===== src/rtl/rj_pkg.sv =====
// rj_pkg: shared state type and elaboration helpers for the RJ TX lane serializer
package rj_pkg;
    typedef enum logic [1:0] {RJ_IDLE, RJ_LOW, RJ_HIGH} rj_tx_state_e;

    localparam int RJ_CLK_LANE_OFS = 0;

    function automatic int rj_clk_lane(input int num_lanes);
        return num_lanes + RJ_CLK_LANE_OFS;
    endfunction

    function automatic bit rj_lanes_ok(input int num_lanes, input int data_w);
        return num_lanes > 0 && data_w >= num_lanes && data_w % num_lanes == 0;
    endfunction
endpackage


===== src/rtl/rj_tx_phase_gen.sv =====
// rj_tx_phase_gen: forwarded-clock LOW/HIGH phase FSM with per-word latched phase lengths
module rj_tx_phase_gen
    import rj_pkg::*;
#(
    parameter int CNT_W = 8
) (
    input  logic             clk,
    input  logic             rst,
    input  logic [CNT_W-1:0] cfg_clk_h_i,
    input  logic [CNT_W-1:0] cfg_clk_l_i,
    input  logic             free_run_i,
    input  logic             start_i,
    input  logic             active_i,
    input  logic             more_i,
    output logic             idle_o,
    output logic             hi_end_o,
    output logic             clk_lane_o
);
    localparam logic [CNT_W-1:0] ONE = CNT_W'(1);

    rj_tx_state_e     state_q, state_d;
    logic [CNT_W-1:0] cnt_q, cnt_d, len_l_q, len_l_d, len_h_q, len_h_d;
    logic             clk_q, lo_end, latch;

    always_ff @(posedge clk) begin
        if (rst) begin
            state_q <= RJ_IDLE;
            cnt_q   <= '0;
            len_l_q <= ONE;
            len_h_q <= ONE;
            clk_q   <= 1'b0;
        end else begin
            state_q <= state_d;
            cnt_q   <= cnt_d;
            len_l_q <= len_l_d;
            len_h_q <= len_h_d;
            clk_q   <= state_d == RJ_HIGH;
        end
    end

    // Lengths are re-latched only when a new word or a new idle period begins
    always_comb begin
        state_d = state_q;
        latch   = 1'b0;
        case (state_q)
            RJ_IDLE: begin
                state_d = (start_i || free_run_i) ? RJ_LOW : RJ_IDLE;
                latch   = start_i || free_run_i;
            end
            RJ_LOW: state_d = lo_end ? ((active_i || free_run_i) ? RJ_HIGH : RJ_IDLE) : RJ_LOW;
            RJ_HIGH: begin
                state_d = hi_end_o ? ((more_i || start_i || free_run_i) ? RJ_LOW : RJ_IDLE) : RJ_HIGH;
                latch   = hi_end_o && !more_i && (start_i || free_run_i);
            end
            default: state_d = RJ_IDLE;
        endcase
        cnt_d   = (state_d != state_q || state_q == RJ_IDLE) ? '0 : cnt_q + ONE;
        len_l_d = !latch ? len_l_q : (cfg_clk_l_i == '0) ? ONE : cfg_clk_l_i;
        len_h_d = !latch ? len_h_q : (cfg_clk_h_i == '0) ? ONE : cfg_clk_h_i;
    end

    always_comb begin
        lo_end     = state_q == RJ_LOW && cnt_q == len_l_q - ONE;
        hi_end_o   = state_q == RJ_HIGH && cnt_q == len_h_q - ONE;
        idle_o     = state_q == RJ_IDLE;
        clk_lane_o = clk_q;
    end
endmodule


===== src/rtl/rj_tx_lane_serializer.sv =====
// rj_tx_lane_serializer: shifts valid/ready words out over NUM_LANES data lanes plus a forwarded clock lane
module rj_tx_lane_serializer
    import rj_pkg::*;
#(
    parameter int NUM_LANES = 1,
    parameter int DATA_W    = 8,
    parameter int CNT_W     = 8
) (
    input  logic                 clk,
    input  logic                 rst,
    input  logic [CNT_W-1:0]     cfg_clk_h,
    input  logic [CNT_W-1:0]     cfg_clk_l,
    input  logic                 cfg_free_run,
    input  logic                 in_valid,
    input  logic [DATA_W-1:0]    in_data,
    output logic                 in_ready,
    output logic [NUM_LANES:0]   rj_lane,
    output logic                 busy,
    output logic                 tx_done
);
    localparam int            BEATS   = DATA_W / NUM_LANES;
    localparam int            BW      = BEATS > 1 ? $clog2(BEATS) : 1;
    localparam logic [BW-1:0] LAST    = BW'(BEATS - 1);
    localparam logic [BW-1:0] BONE    = BW'(1);
    localparam int            CLK_IDX = rj_clk_lane(NUM_LANES);

    if (!rj_lanes_ok(NUM_LANES, DATA_W)) begin : g_bad_cfg
        $error("DATA_W must be a non-zero multiple of NUM_LANES");
    end

    logic [DATA_W-1:0]    sh_q, sh_d;
    logic [NUM_LANES-1:0] dat_q, dat_d;
    logic [BW-1:0]        beat_q, beat_d;
    logic                 busy_q, busy_d, done_q, armed_q;
    logic                 idle, hi_end, clk_lane, accept, last, step, word_end;

    rj_tx_phase_gen #(.CNT_W(CNT_W)) u_phase (
        .clk        (clk),
        .rst        (rst),
        .cfg_clk_h_i(cfg_clk_h),
        .cfg_clk_l_i(cfg_clk_l),
        .free_run_i (cfg_free_run),
        .start_i    (accept),
        .active_i   (busy_q),
        .more_i     (busy_q && !last),
        .idle_o     (idle),
        .hi_end_o   (hi_end),
        .clk_lane_o (clk_lane)
    );

    assign last     = beat_q == LAST;
    assign step     = hi_end && busy_q && !last;
    assign word_end = hi_end && busy_q && last;
    // Free-run only hands over at a HIGH boundary so words stay phase-aligned with the idle clock
    assign in_ready = armed_q && (cfg_free_run ? hi_end && (!busy_q || last) : idle || word_end);
    assign accept   = in_valid && in_ready;

    always_comb begin
        sh_d   = accept ? in_data >> NUM_LANES : step ? sh_q >> NUM_LANES : sh_q;
        dat_d  = accept ? in_data[NUM_LANES-1:0] : word_end ? '0 : step ? sh_q[NUM_LANES-1:0] : dat_q;
        beat_d = accept ? '0 : step ? beat_q + BONE : beat_q;
        busy_d = accept || (busy_q && !word_end);
    end

    always_ff @(posedge clk) begin
        if (rst) begin
            sh_q    <= '0;
            dat_q   <= '0;
            beat_q  <= '0;
            busy_q  <= 1'b0;
            done_q  <= 1'b0;
            armed_q <= 1'b0;
        end else begin
            sh_q    <= sh_d;
            dat_q   <= dat_d;
            beat_q  <= beat_d;
            busy_q  <= busy_d;
            done_q  <= word_end;
            armed_q <= 1'b1;
        end
    end

    assign rj_lane[CLK_IDX]       = clk_lane;
    assign rj_lane[NUM_LANES-1:0] = dat_q;
    assign busy                   = busy_q;
    assign tx_done                = done_q;
endmodule


===== config.mk =====
export PLATFORM = sky130hd
export DESIGN_NAME = rj_tx_lane_serializer
export DESIGN_NICKNAME = d
export VERILOG_FILES = /design/src/rtl/rj_pkg.sv /design/src/rtl/rj_tx_phase_gen.sv /design/src/rtl/rj_tx_lane_serializer.sv
export SDC_FILE = /design/constraint.sdc
export NUM_CORES = 1
export LEC_CHECK = 0
export BUFFER_PORTS_ARGS = -buffer_cell sky130_fd_sc_hd__buf_4
export CAP_MARGIN = 20
export CELL_PAD_IN_SITES_DETAIL_PLACEMENT = 1
export CELL_PAD_IN_SITES_GLOBAL_PLACEMENT = 1
export CORE_UTILIZATION = 38
export DETAILED_ROUTE_END_ITERATION = 6
export HOLD_SLACK_MARGIN = 0.06
export PLACE_DENSITY = 0.82
export SKIP_LAST_GASP = 1
export SLEW_MARGIN = 20
export SYNTH_ARGS = -nofsm -noshare
export SYNTH_HDL_FRONTEND = slang
export SYNTH_SLANG_ARGS = --single-unit

===== constraint.sdc =====
create_clock -name clk -period 2.4 [get_ports clk]
set_clock_uncertainty 0.15 [all_clocks]
set_input_delay 0.36 -clock clk [delete_from_list [all_inputs] [get_ports clk]]
set_output_delay 0.36 -clock clk [all_outputs]
set_load 0.05 [all_outputs]

After elaboration in Yosys (flattened, before gate mapping)
Cells that the tools add are included.
{"block": "totals", "ff_bits": 41, "out_inout_bits": 5, "inputBits": 28}
{"block": "classes", "reduce_logical": 31, "add_sub_neg": 4, "n_eq_ne": 7, "mux": 16}
{"op": "8-bit equality test", "n": 2}
{"op": "8-bit logical NOT", "n": 2}
{"op": "8-bit two-way mux", "n": 2}
{"op": "8-bit by 1-bit subtractor with 8-bit output, second input constant", "n": 2}
{"op": "7-bit two-way mux", "n": 2}
{"op": "1-bit logical AND", "n": 12}
{"op": "8-bit by 1-bit adder with 8-bit output, second input constant", "n": 1}
{"op": "1-bit logical OR", "n": 8}
{"op": "1-bit two-way mux", "n": 7}
{"op": "2-bit two-way mux", "n": 3}
{"op": "2-bit case mux with 3 select lines", "n": 1}
{"op": "2-bit equality test, second input constant", "n": 2}
{"op": "1-bit logical NOT", "n": 4}
{"op": "2-bit OR reduction", "n": 2}
{"op": "3-bit by 1-bit adder with 3-bit output, second input constant", "n": 1}
{"op": "3-bit equality test, second input constant", "n": 1}
{"op": "3-bit nonzero test", "n": 1}
{"op": "2-bit by 1-bit equality test with 1-bit output, second input constant", "n": 1}
{"op": "2-bit logical NOT", "n": 1}
{"op": "2-bit != test", "n": 1}
{"op": "1-bit case mux with 2 select lines", "n": 1}
{"op": "2-bit nonzero test", "n": 1}

Longest topological paths before layout
Gate-level depths: netlist of the first run.
{"block": "logic_depth", "word_depth": 17, "ltp_mapped": 11}

Cells and area by module
From an unflattened synthesis of the first run, not the netlist that was laid out.
{"block": "unflattened", "hier_cells": 266, "area_unflattened_um2": 2443.6}
{"mod": "rj_tx_phase_gen", "seq_area_each_um2": 540.5, "cells_per_inst": 189, "area_each_um2": 1684.1, "n_inst": 1}
{"mod": "rj_tx_lane_serializer", "seq_area_each_um2": 280.3, "cells_per_inst": 77, "area_each_um2": 759.5, "n_inst": 1}

Least setup slack after synthesis of the first run
Ideal clock, no wire load.
{"block": "synth_timing", "kind": "reg2out", "start": "reg u_phase.len_h_q[0]", "end": "out in_ready", "arrival_ns": 3.000, "path_stages_with_launch": 11, "setup_slack_ns": -1.110, "path_buffers": 1, "cell_sequence": "dfxtp_1 -> buf_2 -> inv_1 -> ha_1 -> and2_4 -> o21a_1 -> o31a_1 -> or2_2 -> nor2_1 -> a21oi_1 -> nor3b_1"}
{"block": "synth_via", "elab_chain_cells": 8, "word_cells_on_any_way": 9}
{"element": "start: declaration", "line_no": "rj_tx_phase_gen.sv:22", "text": "logic [CNT_W-1:0] cnt_q, cnt_d, len_l_q, len_l_d, len_h_q, len_h_d;"}
{"element": "start signal: assignment", "line_no": "rj_tx_phase_gen.sv:36", "text": "len_h_q <= len_h_d;"}
{"element": "8-bit by 1-bit subtractor with 8-bit output *", "line_no": "rj_tx_phase_gen.sv:64", "text": "hi_end_o = state_q == RJ_HIGH && cnt_q == len_h_q - ONE;"}
{"element": "8-bit equality test *", "line_no": "rj_tx_phase_gen.sv:64"}
{"element": "1-bit logical AND *", "line_no": "rj_tx_phase_gen.sv:64"}
{"element": "1-bit logical AND (2 in series)", "line_no": "rj_tx_lane_serializer.sv:53", "text": "assign word_end = hi_end && busy_q && last;"}
{"element": "1-bit logical OR", "line_no": "rj_tx_lane_serializer.sv:55", "text": "assign in_ready = armed_q && (cfg_free_run ? hi_end && (!busy_q || last) : idle || word_end);"}
{"element": "1-bit two-way mux *", "line_no": "rj_tx_lane_serializer.sv:55"}
{"element": "1-bit logical AND *", "line_no": "rj_tx_lane_serializer.sv:55"}
{"element": "end: declaration", "line_no": "rj_tx_lane_serializer.sv:16", "text": "output logic in_ready,"}
Mark *: on every way between the ends. The rest lies on a longest branch, timed or not.

Worst setup path after layout of the first run
{"block": "layout_timing", "start": "reg u_phase.len_h_q[1]", "end": "out in_ready"}
The elaborated chain is that of the path after synthesis.

==> results.md, run 1 <==
- Setup WS post-layout: -0.371 ns
- Routed vias/inst: between 6 and 7
- Sequential area share after synthesis: about a third
- Post-layout total power: around 2200 uW
- Internal cell power: 1370 uW
- Port-buffer cells: 32
- Cell variety after synth: 48
- Pre-CTS setup slack: -0.228 ns
- CTS buffer count: 5
- DPL Wire Length: 5540 um
- CTS Root Buffer Type: clkbuf_8
- H-tree levels: 2
- Flop2flop setup slack: -0.35 ns
- Vias in the first global route: 2842
- Yosys top cell by area: dfxtp_1
- Worst Setup Start Kind: flip-flop
- Residual DRC count: 0
- NetSw: around 800 uW
- Inserted Diodes: 0
- Slew Limit Fails: 0
- Min-Delay Endpoint: u_phase.len_l_q[7]$_SDFFE_PP0P_
- Number of routed nets with antenna violations: 0
- Area grow syn2layout: 49.2%
- Synthesized instance count: ~300
- Worst-Margin Slew: ~0.63 ns
- CP arrival: ~2.3 ns
- # clock sinks: 41
- Tmin final: roughly 2.8 ns
- Nets: roughly 400
- Critical Path Sink Type: output pin
- Cell Area, Synth: 0.00239 mm^2
- Sw Share: around 37%
- Warnings from Yosys: 0
- First-pass GRT wire length: 14000 um
- Layout cell share with drive strength beyond 1: between 40% and 50%
- Die ar.: 0.00661 mm^2
- Worst-path clk slew: roughly 0.080 ns
- Post-route clock period utilization: 115%
- Final GP Congestion: ~0.83
- Clock Latency Late Sink: 0.31 ns
- Hold buffer count at cts: 0
- RSZ-0062 raised after global routing: true
- Syn nets: between 300 and 400
- # rows: 28
- Total number of vias: ~2800
- Slew margin rel.: between 50 and 60%
- Post-layout util: between 50 and 60%
- Initial Utilization: approximately two fifths
- Share of synthesized registers carrying an async set or reset: 0%
- Max_cap viols: 0
- Outcome: finished, violations left
- Static leakage: 0.00134 uW
- Cell with the most instances after synthesis: dfxtp_1
- Largest net degree at the start of global routing: 40
- Ports: 33
- Post-synth top cells: dfxtp_1, a21oi_1, nor3_1
- Yosys top cell area share: between 30% and 40%
- Required @ worst endpoint: approximately 1.9 ns
- Starting DRT DRC Count: around 140
- Maximum vdd drop: roughly 320 uV
- Reg power frac: 36.0%
- Failing checks: negative setup slack
- Largest cells by area after synthesis: dfxtp_1, a21oi_1, xnor2_1, nor3_1, nand3_1
- Clk buf depth: 2
- Die Wd: roughly 80 um
- TritonCTS clock tree: built
- Clock power frac: 22.5%
- Flops & latches, synth: between 40 and 50
- Total GRT Usage: between 20% and 30%
- Comb pwr share: roughly two fifths
- PwrDens: slightly above 600 mW/mm^2
- Drt total wl: 10300 um
- Primary FF master, synth: dfxtp_1
- Final setup viols: 38
- Initial antenna violation count: 0
- FF-to-FF Start: u_phase.len_h_q[1]$_SDFFE_PP0P_
- Pre-Repair DR Iteration Count: 4
- Critical setup path kind: reg2out
- Die H: about 81 um
- Metal2 WL: around 5200 um
- Worst r2r path cells: 12
- Core Area: roughly 0.0060 mm^2
- Top routing layer used: met4
- Hold Worst Slack: approximately 0.17 ns
- Hold Fails Final Rpt: 0
- Max Fclk: between 300 and 400 MHz
- Hold Crit Depth: 3
- Crit path from: u_phase.len_h_q[1]$_SDFFE_PP0P_
- Min-Delay Path Class: in2reg
- Met3 Wirelength: ~420 um
- FF-to-FF End: dat_q$_SDFFE_PP0P_
- Met1 WL: ~4200 um
- Min-delay src: cfg_clk_l[7]
- Syn_area_per_cell: between 8 and 9 um^2
- Gr ovfl total: 0
- WL per Instance: 23.1 um
- CP max FO: 3
- EDFF count, synth: 0
through the flow:
| stage | instances | cell area, um^2 | setup TNS (ns) |
|---|---|---|---|
| 6_report | 446 | 3570 | -7.19 |
| 4_1_cts | 438 | 3230 | -1.36 |
| 2_1_floorplan | 296 | 2440 | -0.329 |
| 5_1_grt | 446 | 3570 | -11.22 |
| 3_5_place_dp | 423 | 2970 | -3.20 |
| 3_3_place_gp | 423 | 2970 | -0.512 |
layer usage:
layer,global-route usage [%],vias to the layer above
met5,0,-
met4,13.6,0
met3,4.38,46
met2,51.3,111
met1,32.4,1377
li1,-,1234
what timing repair did:
action,4_1_cts,5_1_grt
pin swaps,17,35
buffers inserted,7,8
endpoints found under the hold margin,0,0
cloned,1,0
endpoints found under the setup margin,40,40
resized for setup,30,67
worst max path at each step:
stage          cells after the start                              end
2_1_floorplan                     10                         in_ready
3_3_place_gp                       9  u_phase.len_h_q[1]$_SDFFE_PP0P_
3_5_place_dp                      10             sh_q[5]$_SDFFE_PP0P_
4_1_cts                           10                         in_ready
5_1_grt                           11                         in_ready
6_report                          11                         in_ready
layout by cell type, fill, tap and decap left out, drive strengths merged, types with 8 or more instances in the layout:
master  count
o211ai      8
nand3      21
xor2       10
xnor2      13
buf        88
a21oi      29
inv        10
nor2       18
nor3       22
dfxtp      41
nand2      20
o21ai      22
cells by family (layout without fill, tap and decap cells):
logic type	after synthesis	count (layout)	share of synthesized area (%)
AO/OA/AOI/OAI	83	83	21.7
XOR/XNOR	23	23	8.42
adder cells (fa/ha/maj)	5	5	2.62
buffers and inverters	30	105	5.60
flip-flops	41	41	34.3
multiplexers	3	3	1.26
AND/OR/NAND/NOR	111	111	26.1
power by group through the flow:
stage,clock network [uW],logic [uW],registers (uW)
detailed placement,0,586,783
finish,487,898,780
global placement,0,560,779
global route,514,943,784
floorplan,0,360,777
CTS,483,666,769
worst max-delay path, cell delays in order, from the launching register on:
cell,delay (ns)
dfxtp_2,0.34
inv_2,0.05
ha_4,0.17
buf_4,0.15
o21bai_1,0.19
a211oi_2,0.21
o21bai_1,0.13
and2_4,0.17
nor2_4,0.12
a21oi_2,0.08
nor3b_4,0.17
buf_6,0.18
cell type report:
cell class              count  area, um^2
clock buffers               7        86.3
fillers                   681        2420
repair buffers             88         709
well taps                  75        93.8
inverters                  10        37.5
multi-input cells         225        1810
flip-flops and latches     41         827
state kept, by name, indices dropped and copies added, names as in the netlist, 2 cells and up:
signal / count
u_phase.state_q: 2
beat_q: 3
u_phase.cnt_q: 8
sh_q: 7
u_phase.len_h_q: 8
u_phase.len_l_q: 8
No activity file was read; power rests on OpenSTA's default activity.
==> run 2, diff against run 1 <==
- CAP_MARGIN: 20 -> 10
- RECOVER_POWER: default -> 25
==> run 2 against run 1 <==
The flow still finishes with violations (negative setup slack); critical path depth fell by 2; worst hold slack got worse by 0.00090 ns; maximum frequency fell by 0.26%; cell area fell by 0.18%; clock power barely moved; largest cell class unchanged; highest routed layer unchanged.
==> results.md, run 2 (same netlist as run 1, synthesis figures left out) <==
- Residual DRC count: 0 (unchanged)
- Layout fillers: 680 (-0.15%)
- Core Area: 0.00599 mm^2 (unchanged)
- Max Fclk: 360 MHz (-0.26%)
- Drt total wl: 10300 um (+0.30%)
- Vias in the first global route: 2842 (unchanged)
- Largest net degree at the start of global routing: 40 (unchanged)
- Area grow syn2layout: 49.0%
- # clock sinks: 41 (unchanged)
- Gr ovfl total: 0 (unchanged)
- Commonest non-fill, non-tap cell in the layout: buf_4
- Largest registers: u_phase.cnt_q: 8 flops, u_phase.len_h_q: 8 flops, u_phase.len_l_q: 8 flops
- Starting DRT DRC Count: 136 (-4.2%)
- Worst-path clk slew: 0.09 ns (about the same)
- # rows: 28 (unchanged)
- Total number of vias: 2752 (-0.58%)
- TritonCTS clock tree: built
- Clk buf depth: 2 (unchanged)
- WL per Instance: 23.1 um (+0.30%)
- Most frequent cells in the layout: buf_4, dfxtp_1, nor3_1
- Final GP Congestion: 0.831 (unchanged)
- Total GRT Usage: 28.5% (unchanged)
- Failing checks: negative setup slack
- CP max FO: 5 (+2)
- Slew margin rel.: 27.9% (-30 points)
- Pre-CTS setup slack: -0.228 ns (unchanged)
- RSZ-0062 raised after global routing: true
- Nets: 404 (unchanged)
- Layout cell share with drive strength beyond 1: 45.3% (-0.27 points)
- Tmin final: 2.78 ns (+0.00735 ns)
- DPL Wire Length: 5540 um (unchanged)
- Critical Path Sink Type: output pin
- Ports: 33 (unchanged)
- Die Wd: 81.3 um (unchanged)
- Static leakage: 0.00134 uW (-0.37%)
- Post-Route Setup TNS: -8.31 ns (-1.12 ns)
- Initial antenna violation count: 0 (unchanged)
- Required @ worst endpoint: 1.89 ns (about the same)
- Die ar.: 0.00661 mm^2 (unchanged)
- Initial Utilization: 39.9% (unchanged)
- Die H: 81.3 um (unchanged)
- Worst Setup Start Kind: flip-flop
- Inst Count DP: 423 (unchanged)
- Worst-Margin Slew: 1.08 ns (+0.454 ns)
- H-tree levels: 2 (unchanged)
- PwrDens: 608 mW/mm^2 (+0.20%)
- Critical setup path kind: reg2out
- Inserted Diodes: 0 (unchanged)
- Hold Fails Final Rpt: 0 (unchanged)
- Pre-Repair DR Iteration Count: 4 (unchanged)
- Outcome: finished, violations left
- CTS buffer count: 5 (unchanged)
- Maximum vdd drop: 322 uV (+0.31%)
- Slew Limit Fails: 0 (unchanged)
- Setup WS post-layout: -0.378 ns (-0.00735 ns)
- Port-buffer cells: 32 (unchanged)
- Routed vias/inst: 6.17 (-0.58%)
- Final setup viols: 40 (+5.3%)
- Hold buffer count at cts: 0 (unchanged)
- CTS Root Buffer Type: clkbuf_8
- Post-route clock period utilization: 116% (+0.31 points)
- Clock Latency Late Sink: 0.31 ns (about the same)
- Number of routed nets with antenna violations: 0 (unchanged)
- Max_cap viols: 0 (unchanged)
- Min-Delay Path Class: in2reg
- Non-filler cells, final: 446 (unchanged)
- CP arrival: 2.27 ns (about the same)
- First-pass GRT wire length: 14000 um (unchanged)
[run 2: power by group]
part           switching, uW  total [uW]  internal [uW]
sequential              56.7         780            723
clock                    258         487            229
combinational            485         899            414
[run 2: final timing paths]
kind | from | to | slack [ns] | depth (start not counted)
min | cfg_clk_h[2] | u_phase.len_h_q[2]$_SDFFE_PP0P_ | 0.17 | 3
min reg2reg | sh_q[2]$_SDFFE_PP0P_ | sh_q[1]$_SDFFE_PP0P_ | 0.35 | 2
max reg2reg | u_phase.len_h_q[1]$_SDFFE_PP0P_ | dat_q$_SDFFE_PP0P_ | -0.36 | 12
max | u_phase.len_h_q[1]$_SDFFE_PP0P_ | in_ready | -0.38 | 9
[run 2: critical path: stages (launching register included)]
cell and delay [ns]:
dfxtp_2 0.33, buf_4 0.15, nor2_1 0.31, a21oi_1 0.14, nand4b_4 0.21, or2_4 0.29
nor2_4 0.10, a21oi_2 0.08, nor3b_4 0.17, buf_6 0.18
[run 2: per-stage QoR]
| step | cell area, um^2 | power [uW] | hold WS, ns | util (%) |
|---|---|---|---|---|
| after global placement | 2970 | 1340 | 0.312 | 49.6 |
| after global routing | 3560 | 2240 | 0.165 | 59.5 |
| after floorplan | 2440 | 1140 | 0.297 | - |
| final | 3560 | 2170 | 0.170 | 59.5 |
| after CTS | 3230 | 1920 | 0.166 | 53.9 |
| after detailed placement | 2970 | 1370 | 0.328 | 49.6 |
[run 2: layer usage]
| metal | GRT usage, % | up-vias | part of all wire [%] |
|---|---|---|---|
| met5 | 0 | - | 0 |
| met4 | 13.6 | 0 | 4.1 |
| met3 | 4.38 | 44 | 4.7 |
| met2 | 51.3 | 104 | 51 |
| met1 | 32.4 | 1378 | 40 |
| li1 | - | 1226 | - |
[run 2: what timing repair did]
| action | CTS | global route |
|---|---|---|
| endpoints found under the hold margin | 0 | 0 |
| endpoints found under the setup margin | 40 | 40 |
| setup buffers | 7 | 8 |
| pin swaps | 17 | 35 |
| gates cloned | 1 | 0 |
| resized for setup | 30 | 67 |
[run 2: final cells by class]
class	count	area [um^2]	share of cell area, %
Timing Repair Buffer	88	703	19.7
Clock buffer	7	86.3	2.42
Sequential cell	41	827	23.2
Multi-Input combinational cell	225	1810	50.9
Inverter	10	37.5	1.05
Tap cell	75	93.8	2.63
==> run 3, diff against run 2 <==
- BUFFER_PORTS_ARGS: -buffer_cell sky130_fd_sc_hd__buf_4 -> -buffer_cell sky130_fd_sc_hd__buf_2
- CORE_MARGIN: default -> 2
==> run 3 against run 2 <==
The flow finishes with violations (max-capacitance violations, max-slew violations, negative setup slack); utilization is 4.4 points lower; worst setup slack better by 0.026 ns; non-clock buffer count is 7 lower; sequential share of layout area is 2.0 points higher; combinational power is 20% lower; critical path type unchanged; critical endpoint unchanged; largest power group is now registers; highest routed layer unchanged.
==> results.md, run 3 (same netlist as run 1, synthesis figures left out) <==
- Die Wd: 83.3 um (+2.5%)
- DPL Wire Length: 5470 um (-1.2%)
- Inst Count DP: 422 (-0.24%)
- Buffers & Inverters on Critical Path: 2 (unchanged)
- Gr ovfl total: 0 (unchanged)
- Worst path top cell family by delay: simple AND/OR/NAND/NOR gates
- Crit path cell chain: inv_2 > ha_4 > and2_4 > o21a_1 > o31a_1 > or2_4 > nor2_4 > a21oi_2 > nor3b_4 > buf_6
- Largest net degree at the start of global routing: 27 (-33%)
- Min-delay src: cfg_clk_h[2]
- Slew margin rel.: -2.30% (-30 points)
- Initial Utilization: 39.9% (unchanged)
- Worst Setup Start Kind: flip-flop
- Non-filler cells, final: 440 (-1.3%)
- Core Area: 0.00599 mm^2 (unchanged)
- Vias in the first global route: 2699 (-5.0%)
- Setup WS post-layout: -0.352 ns (+0.0261 ns)
- Worst r2r path cells: 11 (-1)
- FF-to-FF End: sh_q[0]$_SDFFE_PP0P_
- FF-to-FF Start: u_phase.len_h_q[1]$_SDFFE_PP0P_
- Post-route clock period utilization: 115% (-1.1 points)
- Routing usage on met2: 40.8% (-10 points)
- Clock Latency Late Sink: 0.31 ns (about the same)
- Outcome: finished, violations left
- H-tree levels: 2 (unchanged)
- Pre-Repair DR Iteration Count: 4 (unchanged)
- Worst-Margin Slew: 1.53 ns (+0.453 ns)
- Max incr delay on CP: 0.35 ns (+0.02 ns)
- Nets: 397 (-1.7%)
- Failing checks: max-capacitance violations, max-slew violations, negative setup slack
- Post-layout util: 55.1% (-4.4 points)
- Die ar.: 0.00694 mm^2 (+5.0%)
- # clock sinks: 41 (unchanged)
- Ports: 33 (unchanged)
- Hold Fails Final Rpt: 0 (unchanged)
- WL per Instance: 19.1 um (-17%)
- PwrDens: 635 mW/mm^2 (+4.5%)
- CP arrival: 2.24 ns (-0.03 ns)
- CTS buffer count: 5 (unchanged)
- Final setup viols: 29 (-28%)
- CTS Root Buffer Type: clkbuf_8
- Total GRT Usage: 23.6% (-4.9 points)
- Port-buffer cells: 32 (unchanged)
- Max_cap viols: 1 (+1)
- Final GP Congestion: 0.823 (-0.99%)
- M3 GR Usage: 4.08% (-0.31 points)
- Layout cell share with drive strength beyond 1: 39.2% (-6.1 points)
- Clk buf depth: 2 (unchanged)
- Inserted Diodes: 0 (unchanged)
- Required @ worst endpoint: 1.89 ns (about the same)
- Min-Delay Path Class: in2reg
- Busiest grt layer: met2
- TritonCTS clock tree: built
- Drt total wl: 8420 um (-18%)
- Critical Path Sink Type: output pin
- Largest registers: u_phase.cnt_q: 8 flops, u_phase.len_h_q: 8 flops, u_phase.len_l_q: 8 flops
- RSZ-0062 raised after global routing: true
- Layout fillers: 722 (+6.2%)
- First-pass GRT wire length: 13300 um (-4.7%)
- Grt met1 use: 29.0% (-3.4 points)
- Maximum vdd drop: 309 uV (-3.9%)
- Total number of vias: 2568 (-6.7%)
- Commonest non-fill, non-tap cell in the layout: buf_4
- Static leakage: 0.00125 uW (-6.4%)
- Most frequent cells in the layout: buf_4, dfxtp_1, buf_2
- Routed vias/inst: 5.84 (-5.4%)
- Critical setup path kind: reg2out
- Slew Limit Fails: 27 (+27)
- CP max FO: 3 (-2)
- Number of routed nets with antenna violations: 0 (unchanged)
- Initial antenna violation count: 0 (unchanged)
- Starting DRT DRC Count: 141 (+3.7%)
- Seq. cell area: 832 um^2 (+0.61%)
- Residual DRC count: 0 (unchanged)
- # rows: 28 (unchanged)
- Max Fclk: 363 MHz (+0.95%)
- Tmin final: 2.75 ns (-0.0261 ns)
- Hold Worst Slack: 0.146 ns (-0.0238 ns)
- Area grow syn2layout: 38.0%
- Crit-path slowest cell: dfxtp_2
- Flop2flop setup slack: -0.24 ns (+0.12 ns)
- Hold Crit Depth: 3 (unchanged)
- Multi-input logic area: 0.00165 mm^2 (-8.8%)
- Worst-path clk slew: 0.10 ns (about the same)
- Min-Delay Endpoint: u_phase.len_h_q[2]$_SDFFE_PP0P_
- Die H: 83.3 um (+2.5%)
run 3: cell count changes in the layout (fill, tap and decap cells not counted), moves of 7 or more:
cell / delta
buf_4: -33
buf_2: +29
o21ai_0: +9
a21oi_1: +8
nand3_1: +8
o21ai_1: -8
a21oi_2: -7
run 3: per-stage QoR:
step	power (uW)	cell area, um^2	TNS, ns	setup slack (ns)
after CTS	2020	3130	-0.640	-0.301
after global routing	2190	3300	-4.92	-0.425
final	2100	3300	-2.35	-0.352
after floorplan	1140	2440	-0.329	-0.316
after detailed placement	1360	2890	-3.96	-0.182
after global placement	1330	2890	-1.02	-0.117
run 3: area by class of cell:
cell class / instances / area share, %
clock buffer: 7 / 2.62
clock inverter: 1 / 0.910
inverter: 10 / 1.14
multi-input combinational: 225 / 50.1
sequential: 41 / 25.2
tap: 75 / 2.84
timing repair buffer: 81 / 17.1
run 3: tightest hold or removal path, delay by kind of cell:
kind,cells,cell delay (ns)
AOI/OAI and AO/OA,1,0.05
buffers and inverters,1,0.11
and+or+nand+nor,1,0.06
run 3: worst max-delay path by stage:
stage	start	end	slack, ns	depth (start not counted)
final	u_phase.len_h_q[1]$_SDFFE_PP0P_	in_ready	-0.35	10
after global routing	u_phase.len_h_q[1]$_SDFFE_PP0P_	in_ready	-0.42	10
after CTS	u_phase.len_h_q[1]$_SDFFE_PP0P_	in_ready	-0.30	11
after detailed placement	u_phase.len_h_q[1]$_SDFFE_PP0P_	u_phase.len_h_q[1]$_SDFFE_PP0P_	-0.18	12
after global placement	u_phase.len_h_q[1]$_SDFFE_PP0P_	in_ready	-0.12	10
after floorplan	u_phase.len_h_q[0]$_SDFFE_PP1P_	in_ready	-0.32	10
run 3: repair_timing:
action	in CTS	in global routing
resized for setup	23	38
setup endpoints to repair	40	40
hold buffers	0	0
pin swaps	16	16
setup buffers	6	4
gates cloned	1	1
hold endpoints to repair	0	0
run 3: routing by layer:
metal | share of wire (%) | up-vias
met5 | 0 | -
met4 | 2.3 | 0
met3 | 3.5 | 23
met2 | 51 | 72
met1 | 43 | 1258
li1 | - | 1215
run 3: report_power, final:
| part | switching [uW] | leakage (uW) | total, uW | internal, uW |
|---|---|---|---|---|
| logic | 391 | 0.000857 | 720 | 329 |
| registers | 51.3 | 0.000336 | 775 | 724 |
| clock network | 261 | 0.0000585 | 600 | 340 |
| total | 703 | 0.00125 | 2100 | 1390 |
